### src/rtl/fp16_align_stage.sv
// rtl/fp16_align_stage.sv - fp16 exponent-alignment stage; optional sticky accumulation via ALIGN_STICKY_EN
module fp16_align_stage #(
    parameter int SHAMT_MAX = 15
) (
    input  logic        clk,
    input  logic        rst,
    input  logic [15:0] a,
    input  logic [15:0] b,
    input  logic        in_valid,
    output logic        in_ready,
    output logic [13:0] mant_big,
    output logic [13:0] mant_small,
    output logic [4:0]  exp_out,
    output logic        sign_big,
    output logic        sign_small,
    output logic [3:0]  shamt,
    output logic        out_valid,
    input  logic        out_ready
);

    typedef enum logic [1:0] {
        IDLE  = 2'd0,
        SHIFT = 2'd1,
        DONE  = 2'd2
    } state_t;

    localparam logic [3:0] SHAMT_CAP = 4'(SHAMT_MAX);

    state_t      state;
    logic [3:0]  cnt;

    logic [4:0]  eexp_a;
    logic [4:0]  eexp_b;
    logic [4:0]  eexp_big;
    logic [4:0]  eexp_small;
    logic [4:0]  exp_diff;
    logic        a_is_big;
    logic [15:0] op_big;
    logic [15:0] op_small;
    logic [13:0] mant_big_d;
    logic [13:0] mant_small_d;
    logic [3:0]  shamt_d;
    logic [13:0] small_shifted;

    // Decode both operands, order them, and compute the clamped shift amount
    always_comb begin
        eexp_a       = (a[14:10] == 5'd0) ? 5'd1 : a[14:10];
        eexp_b       = (b[14:10] == 5'd0) ? 5'd1 : b[14:10];
        a_is_big     = (eexp_a > eexp_b) || ((eexp_a == eexp_b) && (a[9:0] >= b[9:0]));
        op_big       = a_is_big ? a : b;
        op_small     = a_is_big ? b : a;
        eexp_big     = a_is_big ? eexp_a : eexp_b;
        eexp_small   = a_is_big ? eexp_b : eexp_a;
        exp_diff     = eexp_big - eexp_small;
        mant_big_d   = {(op_big[14:10] != 5'd0), op_big[9:0], 3'b000};
        mant_small_d = {(op_small[14:10] != 5'd0), op_small[9:0], 3'b000};
        shamt_d      = (exp_diff > {1'b0, SHAMT_CAP}) ? SHAMT_CAP : exp_diff[3:0];
    end

    // One-bit right shift of the small mantissa per SHIFT cycle
    always_comb begin
`ifdef ALIGN_STICKY_EN
        small_shifted = {1'b0, mant_small[13:2], mant_small[1] | mant_small[0]};
`else
        small_shifted = {1'b0, mant_small[13:1]};
`endif
    end

    assign in_ready  = (state == IDLE);
    assign out_valid = (state == DONE);

    // Control FSM: accept a pair, shift shamt times, hold the result until consumed
    always_ff @(posedge clk) begin
        if (rst) begin
            state      <= IDLE;
            cnt        <= 4'd0;
            mant_big   <= 14'd0;
            mant_small <= 14'd0;
            exp_out    <= 5'd0;
            sign_big   <= 1'b0;
            sign_small <= 1'b0;
            shamt      <= 4'd0;
        end else begin
            case (state)
                IDLE: begin
                    if (in_valid) begin
                        mant_big   <= mant_big_d;
                        mant_small <= mant_small_d;
                        exp_out    <= eexp_big;
                        sign_big   <= op_big[15];
                        sign_small <= op_small[15];
                        shamt      <= shamt_d;
                        cnt        <= shamt_d;
                        state      <= (shamt_d != 4'd0) ? SHIFT : DONE;
                    end
                end
                SHIFT: begin
                    mant_small <= small_shifted;
                    cnt        <= cnt - 4'd1;
                    if (cnt == 4'd1) begin
                        state <= DONE;
                    end
                end
                DONE: begin
                    if (out_ready) begin
                        state <= IDLE;
                    end
                end
                default: begin
                    state <= IDLE;
                end
            endcase
        end
    end

endmodule

### config.mk
export PLATFORM = sky130hd
export DESIGN_NAME = fp16_align_stage
export DESIGN_NICKNAME = d
export VERILOG_FILES = /design/src/rtl/fp16_align_stage.sv
export SDC_FILE = /design/constraint.sdc
export NUM_CORES = 1
export LEC_CHECK = 0
export CAP_MARGIN = 30
export CELL_PAD_IN_SITES_DETAIL_PLACEMENT = 1
export CELL_PAD_IN_SITES_GLOBAL_PLACEMENT = 1
export CORE_ASPECT_RATIO = 1.5
export CORE_MARGIN = 4
export CORE_UTILIZATION = 30
export DETAILED_ROUTE_END_ITERATION = 8
export PLACE_DENSITY = 0.77
export REMOVE_ABC_BUFFERS = 1
export SLEW_MARGIN = 20
export SYNTH_ARGS = -nofsm -noshare
export SYNTH_HDL_FRONTEND = slang
export SYNTH_SLANG_ARGS = --single-unit
### constraint.sdc
create_clock -name clk -period 8.2 [get_ports clk]
set_input_delay 2.05 -clock clk [delete_from_list [all_inputs] [get_ports clk]]
set_output_delay 2.05 -clock clk [all_outputs]
set_load 0.1 [all_outputs]
==> results of run 1 <==
## flip-flops by register name (all words and copies together) (netlist names)
signal	count
sign_big	1
mant_small	14
exp_out	5
cnt	4
sign_small	1
shamt	4
state	2
mant_big	11
## cell usage in the layout, fill, tap and decap left out, types with 3 or more instances in the layout
| cell type | instances |
|---|---|
| nand3b_1 | 3 |
| dfxtp_1 | 42 |
| clkbuf_16 | 5 |
| o21ai_0 | 8 |
| conb_1 | 3 |
| ha_1 | 18 |
| o311ai_0 | 3 |
| nor3_1 | 3 |
| inv_1 | 19 |
| a221oi_1 | 10 |
| a211oi_1 | 21 |
| mux2i_1 | 17 |
| clkdlybuf4s50_1 | 73 |
| nor2b_1 | 4 |
| buf_4 | 4 |
| nor2_1 | 60 |
| a21o_1 | 3 |
| nand3_1 | 7 |
| nand2b_1 | 5 |
| nand2_1 | 18 |
| a21oi_1 | 32 |
## metal layers
| layer | routed length, um | vias to the layer above |
|---|---|---|
| met5 | 0 | - |
| met2 | 3970 | 62 |
| met1 | 3070 | 1228 |
| li1 | - | 1279 |
| met3 | 373 | 15 |
| met4 | 176 | 0 |
## cells by family after synthesis
family	after synthesis	synth area share
simple gates	115	0.206
compound gates	87	0.228
buf+inv	45	0.0781
flops	42	0.324
fa+ha+maj	18	0.0868
mux	17	0.0656
xor+xnor	3	0.0101
other cells	1	0.00145
## report_power, final
| part | switching (mW) | internal (mW) |
|---|---|---|
| Combinational | 0.284 | 0.115 |
| Clock | 0.0835 | 0.121 |
| Sequential | 0.0189 | 0.231 |
## cell type report
| cell class | count | area share |
|---|---|---|
| flip-flops and latches | 42 | 0.239 |
| clock buffers | 6 | 0.0394 |
| well taps | 107 | 0.0380 |
| clock inverters | 2 | 0.00355 |
| multi-input cells | 243 | 0.444 |
| repair buffers | 77 | 0.216 |
| inverters | 19 | 0.0202 |
## worst max-delay path by stage
stage / cells after the start / from / slack, ns / to
2_1_floorplan: 18 / a[11] / 1.46 / state[1]
3_3_place_gp: 19 / a[11] / 1.63 / state[1]
3_5_place_dp: 19 / a[11] / 1.41 / state[1]
4_1_cts: 19 / a[11] / 1.69 / state[1]
5_1_grt: 19 / a[11] / 1.20 / state[1]
6_report: 19 / a[11] / 1.71 / state[1]
## worst max-delay path: stages
cell and delay, ns:
clkdlybuf4s50_1 0.49, nor4_1 0.56, nor2_1 0.15, ha_1 0.42
nand3b_1 0.11, a211oi_2 0.24, nand2_1 0.13, o211ai_4 0.48
nand2b_1 0.13, o22a_1 0.24, ha_1 0.24, o21ai_0 0.16
o21ai_0 0.11, a2bb2oi_1 0.16, mux2i_1 0.10, xnor2_1 0.19
and2b_2 0.23, and4_1 0.18, a211o_1 0.28
==> flow_summary.json, run 1 <==
{
  "synth-edff-count": 0,
  "ctsRootBufferMaster": "clkbuf_16",
  "register_area_um2": 841,
  "critPathMaxFanout": 17,
  "p_leak_nw": 1.43,
  "synth_warnings": 0,
  "tightest_slew_ns": 1.01,
  "yosysSeqAreaShare": 0.324,
  "status": "complete, no violations",
  "fillers": 1024,
  "syn_inst": 328,
  "synth.avg_cell_area_um2": 7.91,
  "arrival_ns": 6.67,
  "relSlewSlack": 0.324,
  "grtUsageMet2": 0.289,
  "fmax_ghz": 0.154,
  "holdPathEnd": "shamt[1]",
  "fin_util": 0.419,
  "async_flop_share": 0,
  "insertion_delay_ns": 0.28,
  "row_count": 41,
  "ios": 77,
  "hold_slack_ns": 0.462,
  "vdd_drop_max_mv": 0.105,
  "path_clk_slew_ns": 0.06,
  "multi_input_comb_area_um2": 1570,
  "finalNonFillerCells": 496,
  "placed_area_um2": 3370,
  "worstReg2RegEnd": "cnt[2]",
  "drv_slew": 0,
  "grt_antenna_before_repair": 0,
  "drc": 0,
  "drt-initial-drc-count": 78,
  "die_w_um": 83.9,
  "htreeDepth": 2,
  "first_pass_iters": 4,
  "layout_setup_ws_ns": 1.71,
  "synth_top_area_share": 0.324,
  "n_antenna_cell": 0,
  "busiest_layer": "met2",
  "gp_congestion": 0.820,
  "hold_viol": 0,
  "rr_startpoint": "state[1]",
  "period_share": 0.792,
  "initial_core_util": 0.308,
  "use_met1": 0.159,
  "tns_ns": 0,
  "finalSetupViolCount": 0,
  "nNetsFinal": 442,
  "netlist.top_cell.by_area": "dfxtp_1",
  "grt_max_degree": 45,
  "worstHoldStart": "shamt[1]",
  "cp.required_ns": 8.38,
  "cts_tree": "built",
  "start_kind": "input port",
  "cts_made_buffers": 5,
  "detail-route-antenna-nets": 0,
  "grt_first_pass_wirelength_um": 12600,
  "place_ws_ns": 1.41,
  "synth_commonest_cells": "nor2_1, dfxtp_1, a21oi_1, a211oi_1, inv_1",
  "postCtsSetupBuffers": 0,
  "final_cell_area_um2": 3520,
  "cts_num_sinks": 42,
  "via_per_inst": 5.21,
  "finalPower_mw": 0.853,
  "powerDensity_nw_per_um2": 242,
  "holdPathStages": 2,
  "finClkSkew_ns": 0.00144,
  "overflow": 0,
  "dr_total_vias": 2584,
  "yosysUniqueCellTypes": 47,
  "cts_resized": 0,
  "grt_pass1_vias": 2710,
  "rrSetupSlack_ns": 5.97,
  "placed_cells": 488,
  "reg2reg_depth": 7,
  "dieArea_um2": 10200,
  "hp-class": "register to register",
  "area_delta_synth_final_pct": 35.9,
  "wl_per_cell_um": 15.3,
  "drive_gt1_frac": 0.0540,
  "routed_wl_um": 7590,
  "synth_seq_cells": 42,
  "synth_most_common_cell": "nor2_1",
  "cts_hold_buf": 0,
  "die_h_um": 122,
  "min_period_ns": 6.49,
  "rsz0062_at_grt": "no",
  "critPathKind": "input port to register",
  "core_um2": 8410,
  "netlist_area_um2": 2590,
  "cap_violations": 0,
  "grt_util_all_layers": 0.152,
  "numPortBuffers": 73,
  "synth_area_leaders": "dfxtp_1, ha_1, nor2_1, mux2i_1, a21oi_1",
  "hpwl_um": 5730,
  "critPathCaptureType": "register",
  "clock_path_buffers": 2,
  "use_met3": 0.0332,
  "ys.flop_type": "dfxtp_1"
}
No activity file was read; power rests on OpenSTA's default activity.
==> inputs of run 2 (changes only) <==
==> constraint.sdc (replaced) <==
create_clock -name clk -period 6.41 [get_ports clk]
set_input_delay 1.6025 -clock clk [delete_from_list [all_inputs] [get_ports clk]]
set_output_delay 1.6025 -clock clk [all_outputs]
set_load 0.1 [all_outputs]
==> flow_summary.json, run 2 (synthesis gave the netlist of run 1 again) <==
{
  "row_count": 41,
  "finalNonFillerCells": 497,
  "die_h_um": 122,
  "clock_path_buffers": 2,
  "grt_pass1_vias": 2711,
  "top_register": "mant_small",
  "routed_wl_um": 7620,
  "initial_core_util": 0.308,
  "finClkSkew_ns": 0.00178,
  "grt_util_all_layers": 0.155,
  "critPathKind": "input port to register",
  "start_kind": "input port",
  "final_common_cell": "clkdlybuf4s50_1",
  "placed_area_um2": 3380,
  "insertion_delay_ns": 0.28,
  "hp-class": "register to register",
  "relSlewSlack": 0.323,
  "hold_viol": 0,
  "htreeDepth": 2,
  "cap_violations": 0,
  "arrival_ns": 5.90,
  "hold_slack_ns": 0.461,
  "rsz0062_at_grt": "no",
  "critPathMaxStageDelay_ns": 0.55,
  "drive_gt1_frac": 0.0513,
  "p_leak_nw": 1.43,
  "path_clk_slew_ns": 0.06,
  "status": "complete, no violations",
  "drt-initial-drc-count": 66,
  "dr_total_vias": 2551,
  "drv_slew": 0,
  "powerDensity_nw_per_um2": 305,
  "cts_resized": 0,
  "cts_tree": "built",
  "area_delta_synth_final_pct": 35.7,
  "via_per_inst": 5.13,
  "largest_reg_flops": 14,
  "nNetsFinal": 444,
  "finalSetupViolCount": 0,
  "cts_made_buffers": 5,
  "postCtsSetupBuffers": 0,
  "grt_antenna_before_repair": 0,
  "fillers": 1035,
  "detail-route-antenna-nets": 0,
  "cts_hold_buf": 0,
  "fmax_ghz": 0.175,
  "wl_per_cell_um": 15.3,
  "overflow": 0,
  "critPathMaxFanout": 6,
  "n_antenna_cell": 0,
  "worstPathCellList": "clkdlybuf4s50_1 -> nor4_1 -> nor2_1 -> ha_1 -> nand3b_1 -> a211oi_2 -> nand2_1 -> o211ai_4 -> nand2b_1 -> o22a_1 -> ha_1 -> o21ai_0 -> o21ai_0 -> a2bb2oi_1 -> mux2i_1 -> xnor2_1 -> and2b_2 -> and4_1 -> a211o_1",
  "ctsRootBufferMaster": "clkbuf_16",
  "rrSetupSlack_ns": 4.41,
  "cp_slowest_cell": "nor4_1",
  "ios": 77,
  "vdd_drop_max_mv": 0.129,
  "numPortBuffers": 73,
  "cp.required_ns": 6.58,
  "tightest_slew_ns": 1.01,
  "first_pass_iters": 4,
  "dieArea_um2": 10200,
  "grt_max_degree": 45,
  "gp_congestion": 0.827,
  "drc": 0,
  "tns_ns": 0,
  "period_share": 0.894,
  "core_um2": 8410,
  "hpwl_um": 5810,
  "grt_first_pass_wirelength_um": 12900,
  "critPathCaptureType": "register",
  "die_w_um": 83.9,
  "reg.largest.list": "mant_small (14), mant_big (11), exp_out (5)",
  "layout_common_cells": "clkdlybuf4s50_1, nor2_1, dfxtp_1",
  "placed_cells": 489,
  "cts_num_sinks": 42,
  "final_cell_area_um2": 3520,
  "min_period_ns": 5.73
}
run 2: cell count changes in the layout (fill, tap and decap cells not counted), sizes merged:
cell	delta
buf	+2
clkbuf	+1
clkinv	-1
clkinvlp	-1
run 2: final cells by class:
| class | instances | area [um^2] | area share |
|---|---|---|---|
| multi-input cells | 243 | 1570 | 0.445 |
| repair buffers | 79 | 776 | 0.220 |
| clock buffers | 7 | 133 | 0.0377 |
| inverters | 19 | 71.3 | 0.0203 |
| well taps | 107 | 134 | 0.0380 |
| flip-flops and latches | 42 | 841 | 0.239 |
run 2: stage by stage:
step / util / worst slack (ns) / power (mW)
2_1_floorplan: - / 0.115 / 0.696
3_3_place_gp: 0.402 / 0.571 / 0.831
3_5_place_dp: 0.402 / 0.424 / 0.841
4_1_cts: 0.418 / 0.670 / 1.09
5_1_grt: 0.419 / 0.109 / 1.13
6_report: 0.419 / 0.682 / 1.07
run 2: path summary, 6_finish.rpt:
check	startpoint	endpoint	cells past startpoint
max reg2reg	state[1]	cnt[2]	8
max	a[11]	state[1]	19
min reg2reg	mant_big[13]	mant_big[13]	2
min	mant_big[13]	mant_big[13]	2
run 2: per-layer routing:
metal / global-route usage / wire length (um) / vias to the layer above
met1: 0.162 / 2960 / 1204
met2: 0.298 / 4140 / 60
li1: - / - / 1275
met4: 0.0584 / 158 / 0
met5: 0 / 0 / -
met3: 0.0359 / 362 / 12
run 2: power by group:
| group | switching [mW] | total (mW) | internal, mW |
|---|---|---|---|
| clock | 0.0978 | 0.240 | 0.142 |
| sequential | 0.0239 | 0.320 | 0.296 |
| combinational | 0.364 | 0.512 | 0.149 |
run 2: critical path, delay by kind of cell:
kind | cells | cell delay [ns]
simple gates | 7 | 1.45
compound gates | 7 | 1.42
fa+ha+maj | 2 | 0.66
buf+inv | 1 | 0.48
xor+xnor | 1 | 0.17
mux | 1 | 0.10
